$ cat src/rtl/mskunmask_seq_if.sv
// Handshake bundle for the serial share recombiner: masked word in, unmasked word out.
interface mskunmask_seq_if #(
   parameter int d = 2,
   parameter int W = 8
);
   logic           in_valid;
   logic           in_ready;
   logic [d*W-1:0] in_shares;
   logic           out_valid;
   logic           out_ready;
   logic [W-1:0]   out_data;
   logic           busy;

   modport slave (
      input  in_valid, in_shares, out_ready,
      output in_ready, out_valid, out_data, busy
   );

   modport master (
      output in_valid, in_shares, out_ready,
      input  in_ready, out_valid, out_data, busy
   );
endinterface

$ cat src/rtl/mskunmask_seq.sv
// Serial unmasking of a d-share Boolean-masked word: the shares are captured,
// then XOR-folded into an accumulator one share per cycle, so no combinational
// path ever combines two shares of the same bit before a register.
module mskunmask_seq #(
   parameter int d = 2,
   parameter int W = 8
) (
   input logic            clk,
   input logic            rst,
   mskunmask_seq_if.slave bus
);
   localparam int CW = (d > 2) ? $clog2(d) : 1;

   typedef enum logic [1:0] {IDLE, ACC, DONE} state_t;

   state_t        state_q, state_d;
   logic [W-1:0]  sh_q [d];
   logic [W-1:0]  sh_d [d];
   logic [W-1:0]  in_sh [d];
   logic [W-1:0]  acc_q, acc_d;
   logic [CW-1:0] cnt_q, cnt_d;
   logic          xfer;

   // De-interleave the bit-major input into one word per share (wiring only).
   always_comb begin
      in_sh = '{default: '0};
      for (int i = 0; i < d; i++)
         for (int j = 0; j < W; j++)
            in_sh[i][j] = bus.in_shares[j*d + i];
   end

   // Next-state, datapath and handshake outputs; outputs forced idle while in reset.
   always_comb begin
      state_d       = state_q;
      acc_d         = acc_q;
      cnt_d         = cnt_q;
      sh_d          = sh_q;
      bus.in_ready  = 1'b0;
      bus.out_valid = 1'b0;
      bus.out_data  = '0;
      bus.busy      = 1'b0;

      if (!rst) begin
         case (state_q)
            IDLE: bus.in_ready = 1'b1;
            ACC:  bus.busy = 1'b1;
            DONE: begin
               bus.busy      = 1'b1;
               bus.out_valid = 1'b1;
               bus.out_data  = acc_q;
               bus.in_ready  = bus.out_ready;
            end
            default: ;
         endcase
      end

      xfer = bus.in_valid & bus.in_ready;

      case (state_q)
         ACC: begin
            acc_d = acc_q ^ sh_q[cnt_q];
            // cnt holds at d-1 on the last fold so it never leaves 0..d-1
            if (cnt_q == CW'(d-1)) state_d = DONE;
            else                   cnt_d   = cnt_q + 1'b1;
         end
         DONE: begin
            if (bus.out_ready) begin
               state_d = IDLE;
               acc_d   = '0;
               cnt_d   = '0;
               sh_d    = '{default: '0};
            end
         end
         default: ;
      endcase

      // A new word (from IDLE or as a DONE hand-off) overrides the retire path.
      if (xfer) begin
         sh_d    = in_sh;
         acc_d   = in_sh[0];
         cnt_d   = CW'(1);
         state_d = ACC;
      end
   end

   // State and datapath registers with synchronous reset.
   always_ff @(posedge clk) begin
      if (rst) begin
         state_q <= IDLE;
         acc_q   <= '0;
         cnt_q   <= '0;
         sh_q    <= '{default: '0};
      end else begin
         state_q <= state_d;
         acc_q   <= acc_d;
         cnt_q   <= cnt_d;
         sh_q    <= sh_d;
      end
   end
endmodule
$ cat src/flat_wrapper.sv
// flat-port wrapper written by rule: the top's interface ports become plain ports
module mskunmask_seq_flat 
#(
   parameter int d = 2,
   parameter int W = 8
)
  (clk, rst, bus_in_valid, bus_in_shares, bus_out_ready, bus_in_ready, bus_out_valid, bus_out_data, bus_busy);
  mskunmask_seq_if #(.d(d), .W(W)) bus_i ();
  input logic clk;
  input logic rst;
  input wire logic [$bits(bus_i.in_valid)-1:0] bus_in_valid;
  input wire logic [$bits(bus_i.in_shares)-1:0] bus_in_shares;
  input wire logic [$bits(bus_i.out_ready)-1:0] bus_out_ready;
  output wire logic [$bits(bus_i.in_ready)-1:0] bus_in_ready;
  output wire logic [$bits(bus_i.out_valid)-1:0] bus_out_valid;
  output wire logic [$bits(bus_i.out_data)-1:0] bus_out_data;
  output wire logic [$bits(bus_i.busy)-1:0] bus_busy;
  assign bus_i.in_valid = bus_in_valid;
  assign bus_i.in_shares = bus_in_shares;
  assign bus_i.out_ready = bus_out_ready;
  assign bus_in_ready = bus_i.in_ready;
  assign bus_out_valid = bus_i.out_valid;
  assign bus_out_data = bus_i.out_data;
  assign bus_busy = bus_i.busy;
  mskunmask_seq #(.d(d), .W(W)) u_core (.clk(clk), .rst(rst), .bus(bus_i));
endmodule
$ cat config.mk
export PLATFORM = sky130hd
export DESIGN_NAME = mskunmask_seq_flat
export DESIGN_NICKNAME = d
export VERILOG_FILES = /design/src/rtl/mskunmask_seq_if.sv /design/src/rtl/mskunmask_seq.sv /design/src/flat_wrapper.sv
export SDC_FILE = /design/constraint.sdc
export NUM_CORES = 1
export LEC_CHECK = 0
export BUFFER_PORTS_ARGS = -buffer_cell sky130_fd_sc_hd__buf_4
export CORE_MARGIN = 2
export CORE_UTILIZATION = 45
export DETAILED_ROUTE_END_ITERATION = 6
export PLACE_DENSITY = 0.71
export SYNTH_ARGS = -nofsm -noshare
export SYNTH_HDL_FRONTEND = slang
export SYNTH_SLANG_ARGS = --single-unit
$ cat constraint.sdc
create_clock -name clk -period 1.74 [get_ports clk]
set_input_delay 0.348 -clock clk [delete_from_list [all_inputs] [get_ports clk]]
set_output_delay 0.348 -clock clk [all_outputs]
set_load 0.05 [all_outputs]
==> flow_summary.yaml <==
clocking:
  cts_hold_buffers: 0
  htreeDepth: 1
  clock_path_buffers: 2
  cts_buffers: 3
  clk_pin_slew_worst_paths_ps: 150
  cts_tree: "yes"
  clock_latency_ps: 330
  numClockSinks: 27
  cts_root_buffer: "clkbuf_4"
grt:
  grt_pass1_vias: 1216
  grt_max_degree: 28
  grt_remaining_overflow: 0
  antenna_found_initial: 0
  grt_pass1_wl_um: 5802
  gr-usage-all-layers: 0.2140
cells_and_area:
  antenna_cells: 0
  multi_input_area_um2: 887.1
  final.fill_count: 233
  fin_cells: 225
  nets: 217
  stdcell_area_um2: 1954
  drive_gt1_frac: 0.4219
  area_growth_pct: 40.97
  seqCellArea_um2: 545.5
  final_core_util: 0.6508
power_and_ir_drop:
  swShare: 0.3218
  power_density_nw_per_um2: 722.6
  p_clk_frac: 0.198
  ir_drop_mv: 0.5886
  internal_power_w: 0.0009578
  power_frac_comb: 0.290
  p_seq_frac: 0.512
  leakagePower_nw: 0.7767
  p_sw_w: 0.0004545
setup_path:
  path_cells: "inv_4 -> ha_4 -> nor2b_4 -> buf_6 -> and2_4 -> buf_8"
  worstReg2RegStart: "u_core.state_q[0]"
  rrSetupSlack_ps: 0
  worstSetupStartpointType: "register"
  r2r-end: "u_core.acc_q[5]"
  slowest_delay_ps: 380
  crit_family: "flip-flops"
  slowest_stage: "dfxtp_2"
  crit_fanout: 5
  r2r_cells: 7
  critPathCaptureType: "output port"
  cp_num_cells: 6
  worstSetupPathType: "reg -> out"
  arrival_ps: 1460
  path_buf_inv: 3
  crit_required_ps: 1390
die:
  dieArea_um2: 3541
  io_pins: 31
  start_util: 0.4617
  dieWidth_um: 59.51
  rows: 20
  core_um2: 3003
  die_h_um: 59.51
synth:
  ys_seq_elements: 27
  yosys-top-cells-count: "dfxtp_1, nand2_1, a22oi_1"
  ys.flop_type: "dfxtp_1"
  async_flop_share: 0
  yosys.area.top_type: "dfxtp_1"
  syn_area_per_cell_um2: 8.830
  seq_area_frac_synth: 0.3899
  ys.warnings.count: 0
  syn_inst: 157
  netlist.area_leader.share: 0.3899
  syn_area_um2: 1386
  synth_edf_count: 0
  synthesis.nets: 181
  synth.area.top_cells: "dfxtp_1, a22oi_1, mux2i_1"
  synth_most_common_cell: "dfxtp_1"
  yosysUniqueCellTypes: 28
timing:
  max_slew_margin: 0.6063
  worst_pin_slew_ps: 589.8
  timing.setup.tns_ps: -528.8
  drv_slew: 0
  rsz0062_at_grt: "true"
  finalSetupViolations: 11
  fmaxAchievable_ghz: 0.5537
  min_period_ps: 1806
  hold_violations: 0
  finalCritPeriodShare: 1.038
  setup_ws_ps: -66.02
  skew_ps: 3.390
min_path:
  worstHoldEndpoint: "u_core.acc_q[0]"
  hold_class: "in -> reg"
  min-delay-start: "bus_in_shares[0]"
  holdPathStages: 3
routing:
  dr.pass1.iters: 4
  wl_um: 3527
  final_antenna_net_count: 0
  route.detailed.drc: 0
  vias: 1305
  drt_iter0_drc: 46
  vias_per_cell: 5.800
  wl_per_cell_um: 15.68
place:
  placed_cells: 216
  dpl-instance-area_um2: 1662
  gp_congestion: 0.8422
  place.detailed.hpwl_um: 2372
  numPortBuffers: 30
status:
  violations: "negative setup slack"
  outcome: "finished with violations"
flow_run:
  drv_cap: 0
-- flip-flops by register name, summed over array words and instances (netlist names) --
signal / cells
u_core.cnt_q: 1
u_core.state_q: 2
u_core.sh_q: 16
u_core.acc_q: 8
-- routing by layer --
layer | vias up | global-route usage | wire length, um
met2 | 31 | 0.3454 | 1765
met3 | 4 | 0.02183 | 121
met5 | - | 0 | 0
li1 | 633 | - | -
met1 | 637 | 0.2965 | 1606
met4 | 0 | 0.07619 | 34
-- layout make-up --
class                           count  share of cell area
Clock buffer                        3             0.01152
Clock inverter                      1            0.003841
Inverter                           10             0.02049
Multi-Input combinational cell    109              0.4539
Sequential cell                    27              0.2791
Tap cell                           33             0.02113
Timing Repair Buffer               42              0.2100
-- worst min-delay path, cell delays in order --
cell	delay [ps]
buf_4	70
nand2_1	60
o311ai_1	70
-- worst max-delay path by stage --
stage	from	end	slack [ps]
6_report	u_core.state_q[0]	bus_out_data[5]	-70
5_1_grt	u_core.state_q[0]	bus_out_data[5]	-130
3_3_place_gp	u_core.state_q[0]	u_core.acc_q[2]	50
4_1_cts	u_core.state_q[0]	bus_out_data[5]	-80
3_5_place_dp	u_core.state_q[1]	u_core.acc_q[7]	-50
2_1_floorplan	u_core.state_q[0]	bus_out_data[0]	20
-- placed cells by master, fill, tap and decap left out, types with 2 or more instances in the layout --
cell type   n
o311ai_1    3
nand2b_1    2
mux2i_1     8
or4_4       5
or4_1       3
ha_1        2
ha_4        2
dfxtp_1    25
nor2_1      9
buf_4      27
inv_1       9
buf_6       6
a22oi_1    15
o311ai_2    5
and2_4      9
a31oi_1     2
clkbuf_4    3
nand2_1    18
nor2b_2     2
a21oi_1    10
buf_8       8
-- cell families (layout without fill, tap and decap cells) --
| group | Yosys count | after routing | synth area share |
|---|---|---|---|
| buffers and inverters | 21 | 56 | 0.07672 |
| adders and majority gates | 4 | 4 | 0.03610 |
| muxes | 8 | 8 | 0.05776 |
| DFF | 27 | 27 | 0.3899 |
| and+or+nand+nor | 57 | 57 | 0.2229 |
| AOI/OAI and AO/OA | 40 | 40 | 0.2166 |
-- metrics by stage --
stage / hold WS, ps / total power, W / worst slack, ps
2_1_floorplan: 435.7 / 0.0009588 / 21.25
3_3_place_gp: 441.5 / 0.001036 / 53.44
5_1_grt: 252.6 / 0.001482 / -126.1
3_5_place_dp: 446.7 / 0.001053 / -51.86
6_report: 252.8 / 0.001412 / -66.02
4_1_cts: 252.1 / 0.001363 / -78.25
-- power by group through the flow --
stage | clock, W | combinational (W) | sequential [W]
3_3_place_gp | 0 | 0.000308 | 0.000728
6_report | 0.000280 | 0.000409 | 0.000723
4_1_cts | 0.000284 | 0.000358 | 0.000721
5_1_grt | 0.000307 | 0.000445 | 0.000730
2_1_floorplan | 0 | 0.000254 | 0.000705
3_5_place_dp | 0 | 0.000321 | 0.000732
-- timing repair --
item | in CTS | in global routing
setup buffers | 2 | 2
setup endpoints to repair | 19 | 32
cloned | 1 | 0
gates resized for setup | 35 | 16
hold endpoints to repair | 0 | 0
pin swaps | 5 | 3
Note: power is estimated with default switching activity, not from simulation.
